`config.mk`:
```
export PLATFORM = sky130hd
export DESIGN_NAME = fetch_ctrl
export DESIGN_NICKNAME = d
export VERILOG_FILES = /design/src/rtl/fetch_ctrl_pkg.sv /design/src/rtl/fetch_ctrl.sv
export SDC_FILE = /design/constraint.sdc
export NUM_CORES = 1
export LEC_CHECK = 0
export CELL_PAD_IN_SITES_DETAIL_PLACEMENT = 1
export CELL_PAD_IN_SITES_GLOBAL_PLACEMENT = 2
export CORE_ASPECT_RATIO = 1.4
export CORE_UTILIZATION = 30
export DETAILED_ROUTE_END_ITERATION = 12
export GPL_ROUTABILITY_DRIVEN = 1
export PLACE_DENSITY_LB_ADDON = 0.1
export SETUP_SLACK_MARGIN = 0.05
export SYNTH_ARGS = -nofsm -noshare
export SYNTH_HDL_FRONTEND = slang
export SYNTH_SLANG_ARGS = --single-unit
```
`constraint.sdc`:
```
create_clock -name clk -period 3.5 [get_ports clk]
set_input_delay 0.875 -clock clk [delete_from_list [all_inputs] [get_ports clk]]
set_output_delay 0.875 -clock clk [all_outputs]
set_load 0.05 [all_outputs]
```
`src/rtl/fetch_ctrl_pkg.sv`:
```
// Shared types and constants for the instruction-fetch controller.
package fetch_ctrl_pkg;

  typedef enum logic [2:0] {
    BOOT,
    FETCH,
    HOLD,
    DRAIN,
    REDIR
  } fetch_ctrl_state_t;

  localparam logic [15:0] SQUASH_CNT_MAX = 16'hFFFF;

  // Saturating increment for the squash performance counter.
  function automatic logic [15:0] squash_inc(input logic [15:0] cnt);
    return (cnt == SQUASH_CNT_MAX) ? cnt : cnt + 16'd1;
  endfunction

endpackage

```
`src/rtl/fetch_ctrl.sv`:
```
// Instruction-memory port sequencer for the RV32C fetch buffer: issues reads, holds data
// across decode stalls and turns pipeline redirects into fetch-buffer reset pulses.
module fetch_ctrl
  import fetch_ctrl_pkg::*;
#(
  parameter int unsigned ADDR_W = 32,
  parameter int unsigned DATA_W = 32
) (
  input  logic              clk,
  input  logic              n_rst,
  input  logic [ADDR_W-1:0] fb_imem_pc,
  output logic              inst_arrived,
  output logic [DATA_W-1:0] inst,
  output logic              fb_reset_en,
  output logic [ADDR_W-1:0] fb_reset_pc,
  input  logic              redirect_en,
  input  logic [ADDR_W-1:0] redirect_pc,
  input  logic              stall,
  output logic              imem_ren,
  output logic [ADDR_W-1:0] imem_addr,
  input  logic              imem_busy,
  input  logic [DATA_W-1:0] imem_rdata,
  output logic [15:0]       squash_cnt
);

  fetch_ctrl_state_t state_q, state_d;
  logic [ADDR_W-1:0] pend_pc_q, pend_pc_d;
  logic [ADDR_W-1:0] drain_addr_q, drain_addr_d;
  logic [DATA_W-1:0] hold_q, hold_d;
  logic [15:0]       squash_cnt_q, squash_cnt_d;
  logic [ADDR_W-1:0] aligned_pc;

  assign aligned_pc = {fb_imem_pc[ADDR_W-1:2], 2'b00};
  assign squash_cnt = squash_cnt_q;

  always_ff @(posedge clk or negedge n_rst) begin
    if (!n_rst) begin
      state_q      <= BOOT;
      pend_pc_q    <= '0;
      drain_addr_q <= '0;
      hold_q       <= '0;
      squash_cnt_q <= '0;
    end else begin
      state_q      <= state_d;
      pend_pc_q    <= pend_pc_d;
      drain_addr_q <= drain_addr_d;
      hold_q       <= hold_d;
      squash_cnt_q <= squash_cnt_d;
    end
  end

  always_comb begin
    state_d      = state_q;
    pend_pc_d    = pend_pc_q;
    drain_addr_d = drain_addr_q;
    hold_d       = hold_q;
    squash_cnt_d = squash_cnt_q;
    inst_arrived = 1'b0;
    inst         = '0;
    fb_reset_en  = 1'b0;
    fb_reset_pc  = '0;
    imem_ren     = 1'b0;
    imem_addr    = '0;

    unique case (state_q)
      BOOT: begin
        if (redirect_en) begin
          pend_pc_d = redirect_pc;
          state_d   = REDIR;
        end else begin
          state_d = FETCH;
        end
      end

      FETCH: begin
        imem_ren  = 1'b1;
        imem_addr = aligned_pc;
        if (redirect_en) begin
          pend_pc_d = redirect_pc;
          if (imem_busy) begin
            // Bus cannot be cancelled; finish the read at the same address, then discard it.
            drain_addr_d = aligned_pc;
            state_d      = DRAIN;
          end else begin
            squash_cnt_d = squash_inc(squash_cnt_q);
            state_d      = REDIR;
          end
        end else if (!imem_busy) begin
          if (stall) begin
            hold_d  = imem_rdata;
            state_d = HOLD;
          end else begin
            inst_arrived = 1'b1;
            inst         = imem_rdata;
          end
        end
      end

      HOLD: begin
        inst = hold_q;
        if (redirect_en) begin
          pend_pc_d = redirect_pc;
          state_d   = REDIR;
        end else if (!stall) begin
          inst_arrived = 1'b1;
          state_d      = FETCH;
        end
      end

      DRAIN: begin
        imem_ren  = 1'b1;
        imem_addr = drain_addr_q;
        if (redirect_en) begin
          pend_pc_d = redirect_pc;
        end
        if (!imem_busy) begin
          squash_cnt_d = squash_inc(squash_cnt_q);
          state_d      = REDIR;
        end
      end

      REDIR: begin
        fb_reset_en = 1'b1;
        fb_reset_pc = pend_pc_q;
        if (redirect_en) begin
          pend_pc_d = redirect_pc;
        end else begin
          state_d = FETCH;
        end
      end

      default: state_d = BOOT;
    endcase
  end

endmodule

```
==> Word-level counts from Yosys, hierarchy flattened <==
Cells that the tools add are included.
{ "totals": {"register_bits": 113, "output_inout_bits": 115} }
{ "op_classes": {"bitwise": 2, "eq_ne": 11, "n_reduce_logical": 9, "n_mux": 27, "addsub": 1} }
{ "op_table": {"columns": ["operator", "count"], "rows": [
  ["32-bit two-way mux", 4],
  ["32-bit case mux with 2 select lines", 2],
  ["16-bit two-way mux", 3],
  ["16-bit case mux with 2 select lines", 1],
  ["3-bit two-way mux", 9],
  ["16-bit by 1-bit adder with 16-bit output (second input constant)", 1],
  ["16-bit equality test (second input constant)", 1],
  ["3-bit case mux with 5 select lines", 1],
  ["3-bit != test (second input constant)", 3],
  ["3-bit by 2-bit equality test with 1-bit output (second input constant)", 2],
  ["1-bit two-way mux", 6],
  ["2-bit != test (second input constant)", 3],
  ["5-bit AND reduction", 1],
  ["5-bit OR reduction", 1],
  ["2-bit AND reduction", 2],
  ["4-bit AND reduction", 1],
  ["3-bit by 1-bit equality test with 1-bit output (second input constant)", 1],
  ["3-bit equality test (second input constant)", 1],
  ["3-bit zero test", 1],
  ["3-bit AND reduction", 1],
  ["1-bit inverter", 2],
  ["1-bit case mux with 2 select lines", 1],
  ["2-bit nonzero test", 1],
  ["2-bit OR reduction", 1]
]} }

==> Longest topological paths before layout <==
Gate-level depths: netlist of the first run.
{ "logic_depth": {"word_depth": 5, "depth_mapped": 7, "depth_no_buf": 5} }

==> Least setup slack after synthesis of the first run <==
No wires, ideal clock.
{ "synth_timing": {"kind": "input-to-output", "startpoint": "input port imem_busy", "endpoint": "output port inst[0]", "cell_stages": 6, "slack_ns": 0.275, "n_path_buf": 3, "required_time_ns": 2.625, "arrival_time_ns": 2.350, "path_cell_list": "buf_6 -> or3b_1 -> buf_6 -> nor4_4 -> buf_2 -> a22o_1"} }
{ "synth_via": {"elab_chain_cells": 3} }
{ "synth_rtl": {"columns": ["item", "line", "source"], "rows": [
  ["start: declaration", "fetch_ctrl.sv:21", "input logic imem_busy,"],
  ["32-bit two-way mux", "fetch_ctrl.sv:88", "end else if (!imem_busy) begin"],
  ["32-bit two-way mux", "fetch_ctrl.sv:78", "if (redirect_en) begin"],
  ["32-bit case mux with 2 select lines", "fetch_ctrl.sv:65", "unique case (state_q)"],
  ["end: declaration", "fetch_ctrl.sv:13", "output logic [DATA_W-1:0] inst,"]
]} }
No other way between the ends.

==> Worst setup path after layout of the first run <==
Ends and elaborated chain as after synthesis.

==> run summary, run 1 <==
Mapped cell area: 5563 um2
Initial antenna violation count: 1
Hold WC Path Type: reg2reg
CTS root buf: clkbuf_16
Worst setup path start: imem_busy
Post-layout minimum cycle time: 3.232 ns
Met1 wire length: 5.970 mm
Clk_lat worst skew: 0.41 ns
Hold WS: 0.4934 ns
Placed Cells: 889
Post-synth top flop: dfrtp_1
Design Area, Final: 8902 um2
Largest net degree at the start of global routing: 56
Final core occ: 0.4927
Die Span Y: 163.1 um
Measured slew at the worst slew-check pin: 0.7599 ns
Clock transition at the registers of the reported paths: 0.05 ns
Setup WS pre-CTS: 0.07028 ns
Final Setup Violations: 0
Rows: 58
Die Area: 19100 um2
Mean Syn Cell Area: 12.20 um2
TritonCTS clock tree: yes
Post-DP HPWL: 10.95 mm
I/O pin total: 216
Via count of the routed design: 4439
Slew margin rel.: 0.4934
RSZ-0062 raised after global routing: false
Drt pass-1 iters: 4
Final Power: 5.467 mW
Post-route ant nets: 0
Number of global-route vias before repair: 4797
Core Area: 18070 um2
Starting density of the core: 0.3079
Post-synth top area share: 0.5083
Max Fclk: 309.4 MHz
Routability cong.: 0.7135
Most frequent cells in the layout: 112 x dfrtp_1, 112 x clkdlybuf4s50_1, 93 x mux2_2
Fillcell total: 1847
Netlist cell types: 43
Routed length per instance: 17.48 um
Final worst slack: 0.2684 ns
Routed length on met3: 1.066 mm
Hold_buf cts: 0
Cell count after synthesis: 456
Die extent in x: 117.1 um
Yosys reg bits: 113
Warnings, synthesis: 0
Routed wire length: 16.13 mm
CTS H-tree depth: 4
CP arrival: 2.36 ns
Top routing layer in use: met5
Slew Limit Fails: 0
Cells on worst reg2reg path: 5
Via density: 4.809
Critical Path End: inst[0]
Power Density: 614.1 nW/um2
Number of flops mapped to enable cells by yosys: 0
Layout cells sized above 1: 0.3982
Area Growth Syn to Fin: 60.03%
Worst Path Class, Setup: in2out
Total grt overflow: 0
First DRT Iteration DRCs: 153
Non-filler cells, final: 923
Max VDD drop: 331.2 uV
Status: finished clean
Crit. End Element: primary output
Post-synth top area cell: dfrtp_1
Leakage: 3.832 nW
Worst clock skew: 0.008527 ns
Min-Delay Path Depth: 1
Startpoint class of the critical path: input pin
CTS Buffer Depth: 2
Total track usage: 0.1695
Area contributors post-synth: dfrtp_1 51%, mux2_2 19%, mux2i_1 5.6%, a22o_1 5.0%, and2_1 3.7%
Maximum Capacitance Violations: 0
DRC errors left: 0
I/O Buffers: 211
TritonCTS Sinks: 113
Antenna Cells: 0
Area after DPL: 8115 um2
Post-layout nets: 773
Setup TNS: 0 ns
CP required: 2.62 ns
Asr flop ratio synth: 1.000
R2R Path Start: squash_cnt[0]
Fin crit share: 0.9233
Total clock buffers created by CTS: 17
Max Fanout on Critical Path: 8
Global-route wire length before repair: 24.42 mm
Met2 Routed Length: 8.742 mm
R2R setup slack: 1.31 ns
Register area share after synthesis: 0.5083
Final Hold Viols: 0
Worst reg2reg endpoint: squash_cnt[1]
-- cells in the mapped netlist (3+ instances only) --
master / instances
a22o_1: 32
and2_1: 33
buf_2: 16
buf_6: 3
clkbuf_1: 11
dfrtp_1: 113
mux2_2: 93
mux2i_1: 31
nand2_1: 10
nand2b_1: 3
nand3_1: 12
nand4_1: 5
nor2_1: 40
nor3_1: 3
o21ai_0: 5
xnor2_1: 11
xor2_1: 3
-- worst max-delay path: stages --
cell	delay (ns)
dlymetal6s2s_1	0.14
or3b_4	0.42
nor4_4	0.26
buf_6	0.17
clkbuf_16	0.15
a22o_1	0.19
buf_12	0.15
-- cells by family (layout without fill, tap and decap cells) --
logic type | count (synthesis) | count (layout) | synth area share
buffers and inverters | 34 | 260 | 0.03194
AOI/OAI and AO/OA | 45 | 45 | 0.06545
other | 1 | 2 | 0.0006741
and+or+nand+nor | 121 | 121 | 0.1194
xor gates and xnor gates | 14 | 14 | 0.02204
muxes | 126 | 126 | 0.2481
adders and majority gates | 2 | 2 | 0.004048
DFF | 113 | 113 | 0.5083
-- flip-flops by register name, summed over array words and instances, names as in the netlist --
name and cells:
drain_addr_q 30, pend_pc_q 32, hold_q 32, squash_cnt 16, state_q 3
-- layer usage --
metal  up-vias  global-route usage
met4         2             0.07422
met1      2223              0.1767
met3        26             0.05677
met2       141              0.3039
met5         -                   0
li1       2047                   -
-- worst min path at each step --
| stage | from | endpoint | slack, ns |
|---|---|---|---|
| finish | pend_pc_q[11] | pend_pc_q[11] | 0.49 |
| global route | pend_pc_q[9] | pend_pc_q[9] | 0.52 |
| CTS | pend_pc_q[11] | pend_pc_q[11] | 0.50 |
| detailed placement | pend_pc_q[22] | pend_pc_q[22] | 0.49 |
| global placement | drain_addr_q[7] | drain_addr_q[7] | 0.47 |
| floorplan | drain_addr_q[7] | drain_addr_q[7] | 0.46 |
-- report_power, final --
group	internal (mW)	switching [mW]	total [mW]
clock	0.980	0.604	1.58
sequential	1.77	0.300	2.07
combinational	0.848	0.970	1.82
-- area by class of cell --
class,count,area [um2],share of cell area
clock inverters,11,91.34,0.01026
well taps,240,300.3,0.03373
clock buffers,20,446.7,0.05018
flip-flops and latches,113,2829,0.3178
multi-input cells,310,2771,0.3113
repair buffers,227,2456,0.2759
inverters,2,7.507,0.0008433
-- repair_timing --
| item | in CTS | in global routing |
|---|---|---|
| resized for setup | 0 | 26 |
| setup buffers | 0 | 1 |
| setup endpoints to repair | 0 | 32 |
Note: power is estimated with default switching activity, not from simulation.
==> inputs of run 2 (changes only) <==
--- a/config.mk
+++ b/config.mk
@@ -10,7 +10,6 @@
 export CORE_ASPECT_RATIO = 1.4
 export CORE_UTILIZATION = 30
 export DETAILED_ROUTE_END_ITERATION = 12
-export GPL_ROUTABILITY_DRIVEN = 1
 export PLACE_DENSITY_LB_ADDON = 0.1
 export SETUP_SLACK_MARGIN = 0.05
 export SYNTH_ARGS = -nofsm -noshare
==> constraint.sdc (replaced) <==
create_clock -name clk -period 3.5 [get_ports clk]
set_input_delay 0.875 -clock clk [delete_from_list [all_inputs] [get_ports clk]]
set_output_delay 0.875 -clock clk [all_outputs]
set_load 0.01 [all_outputs]
==> run summary, run 2 (synthesis gave the netlist of run 1 again) <==
CTS H-tree depth: 4
TritonCTS clock tree: yes
Fin crit share: 0.9604
Measured slew at the worst slew-check pin: 0.9965 ns
Routed wire length: 15.98 mm
Largest net degree at the start of global routing: 73
Max VDD drop: 227.8 uV
Layout cells sized above 1: 0.2671
CTS root buf: clkbuf_16
Final Hold Viols: 0
Clk_lat worst skew: 0.41 ns
Area Growth Syn to Fin: 53.22%
CTS Buffer Depth: 2
Max Fanout on Critical Path: 16
CP arrival: 2.49 ns
Post-layout minimum cycle time: 3.361 ns
Routability cong.: 0.7142
Antenna Cells: 0
Post-DP HPWL: 11.33 mm
Startpoint class of the critical path: input pin
Via density: 4.829
Most frequent cells in the layout: 177 x clkdlybuf4s50_1, 112 x dfrtp_1, 93 x mux2_2
Largest registers: hold_q: 32 flops, pend_pc_q: 32 flops, drain_addr_q: 30 flops
Total grt overflow: 0
Die Span Y: 163.1 um
First DRT Iteration DRCs: 124
CP peak stage delay: 0.42 ns
DRC errors left: 0
Initial antenna violation count: 1
Power Density: 593.2 nW/um2
Max Fclk: 297.5 MHz
Starting density of the core: 0.3079
Worst clock skew: 0.005501 ns
Crit. End Element: primary output
CP required: 2.62 ns
Post-layout nets: 779
Total track usage: 0.1771
Final core occ: 0.4717
Slew margin rel.: 0.3357
TritonCTS Sinks: 113
Status: finished clean
Core Area: 18070 um2
Final worst slack: 0.1385 ns
Setup WS pre-CTS: -0.2849 ns
Via count of the routed design: 4486
Hold WC Path Type: reg2reg
Non-filler cells, final: 929
Post-route ant nets: 0
Routed length per instance: 17.20 um
Leakage: 3.516 nW
I/O pin total: 216
CP cell instances: dlygate4sd2_1 -> or3b_4 -> nor4_4 -> buf_4 -> bufbuf_16 -> a22o_1 -> clkdlybuf4s15_1
Slew Limit Fails: 0
Placed Cells: 893
Total clock buffers created by CTS: 17
Critical-path top delay cell: or3b_4
Die extent in x: 117.1 um
Worst Path Class, Setup: in2out
Clock transition at the registers of the reported paths: 0.05 ns
Global-route wire length before repair: 25.61 mm
I/O Buffers: 211
Most common cell after layout, fill and taps aside: clkdlybuf4s50_1
RSZ-0062 raised after global routing: true
Drt pass-1 iters: 6
Worst Path Buf+Inv: 4
Final Setup Violations: 0
Hold WS: 0.4956 ns
Maximum Capacitance Violations: 0
Number of global-route vias before repair: 4937
Rows: 58
CP delay by family, top: buffers and inverters
Die Area: 19100 um2
Final Power: 5.056 mW
-- run 2: area by class of cell --
type / count / area [um2]
Multi-Input combinational cell: 310 / 2579
Sequential cell: 113 / 2829
Inverter: 2 / 7.507
Fill cell: 1907 / 9547
Clock buffer: 20 / 446.7
Clock inverter: 11 / 138.9
Timing Repair Buffer: 233 / 2222
Tap cell: 240 / 300.3
-- run 2: power by group --
part | leakage (nW) | internal [mW] | total [mW] | switching (mW)
Combinational | 1.86 | 0.804 | 1.31 | 0.503
Clock | 0.285 | 1.13 | 1.71 | 0.583
Sequential | 1.37 | 1.76 | 2.04 | 0.276
-- run 2: path summary, 6_finish.rpt --
| path | to | from | slack, ns | depth (start not counted) |
|---|---|---|---|---|
| max | inst[27] | imem_busy | 0.14 | 7 |
| max reg2reg | squash_cnt[1] | squash_cnt[0] | 1.27 | 5 |
| min in group asynchronous | squash_cnt[6] | n_rst | 0.62 | 1 |
| min reg2reg | pend_pc_q[26] | pend_pc_q[26] | 0.50 | 1 |
| min | pend_pc_q[26] | pend_pc_q[26] | 0.50 | 1 |
| max in group asynchronous | pend_pc_q[28] | n_rst | 2.07 | 2 |
-- run 2: what timing repair did --
item,in CTS,in global routing
pin swaps,1,0
setup buffers,3,0
hold buffers,0,0
cloned,2,0
resized for setup,37,54
setup endpoints to repair,32,30
-- run 2: per-layer routing --
metal | wire, um | global-route usage | up-vias | part of all wire
met1 | 6164 | 0.1942 | 2269 | 0.39
met3 | 1090 | 0.06122 | 22 | 0.068
met5 | 13 | 0 | - | 0.00081
met4 | 348 | 0.07077 | 2 | 0.022
met2 | 8363 | 0.3085 | 136 | 0.52
li1 | - | - | 2057 | -
-- run 2: through the flow --
step / cell area, um2 / TNS [ns]
after floorplan: 5567 / 0
after global placement: 7963 / -6.125
after detailed placement: 7963 / -8.229
after CTS: 8606 / 0
after global routing: 8523 / 0
final: 8523 / 0
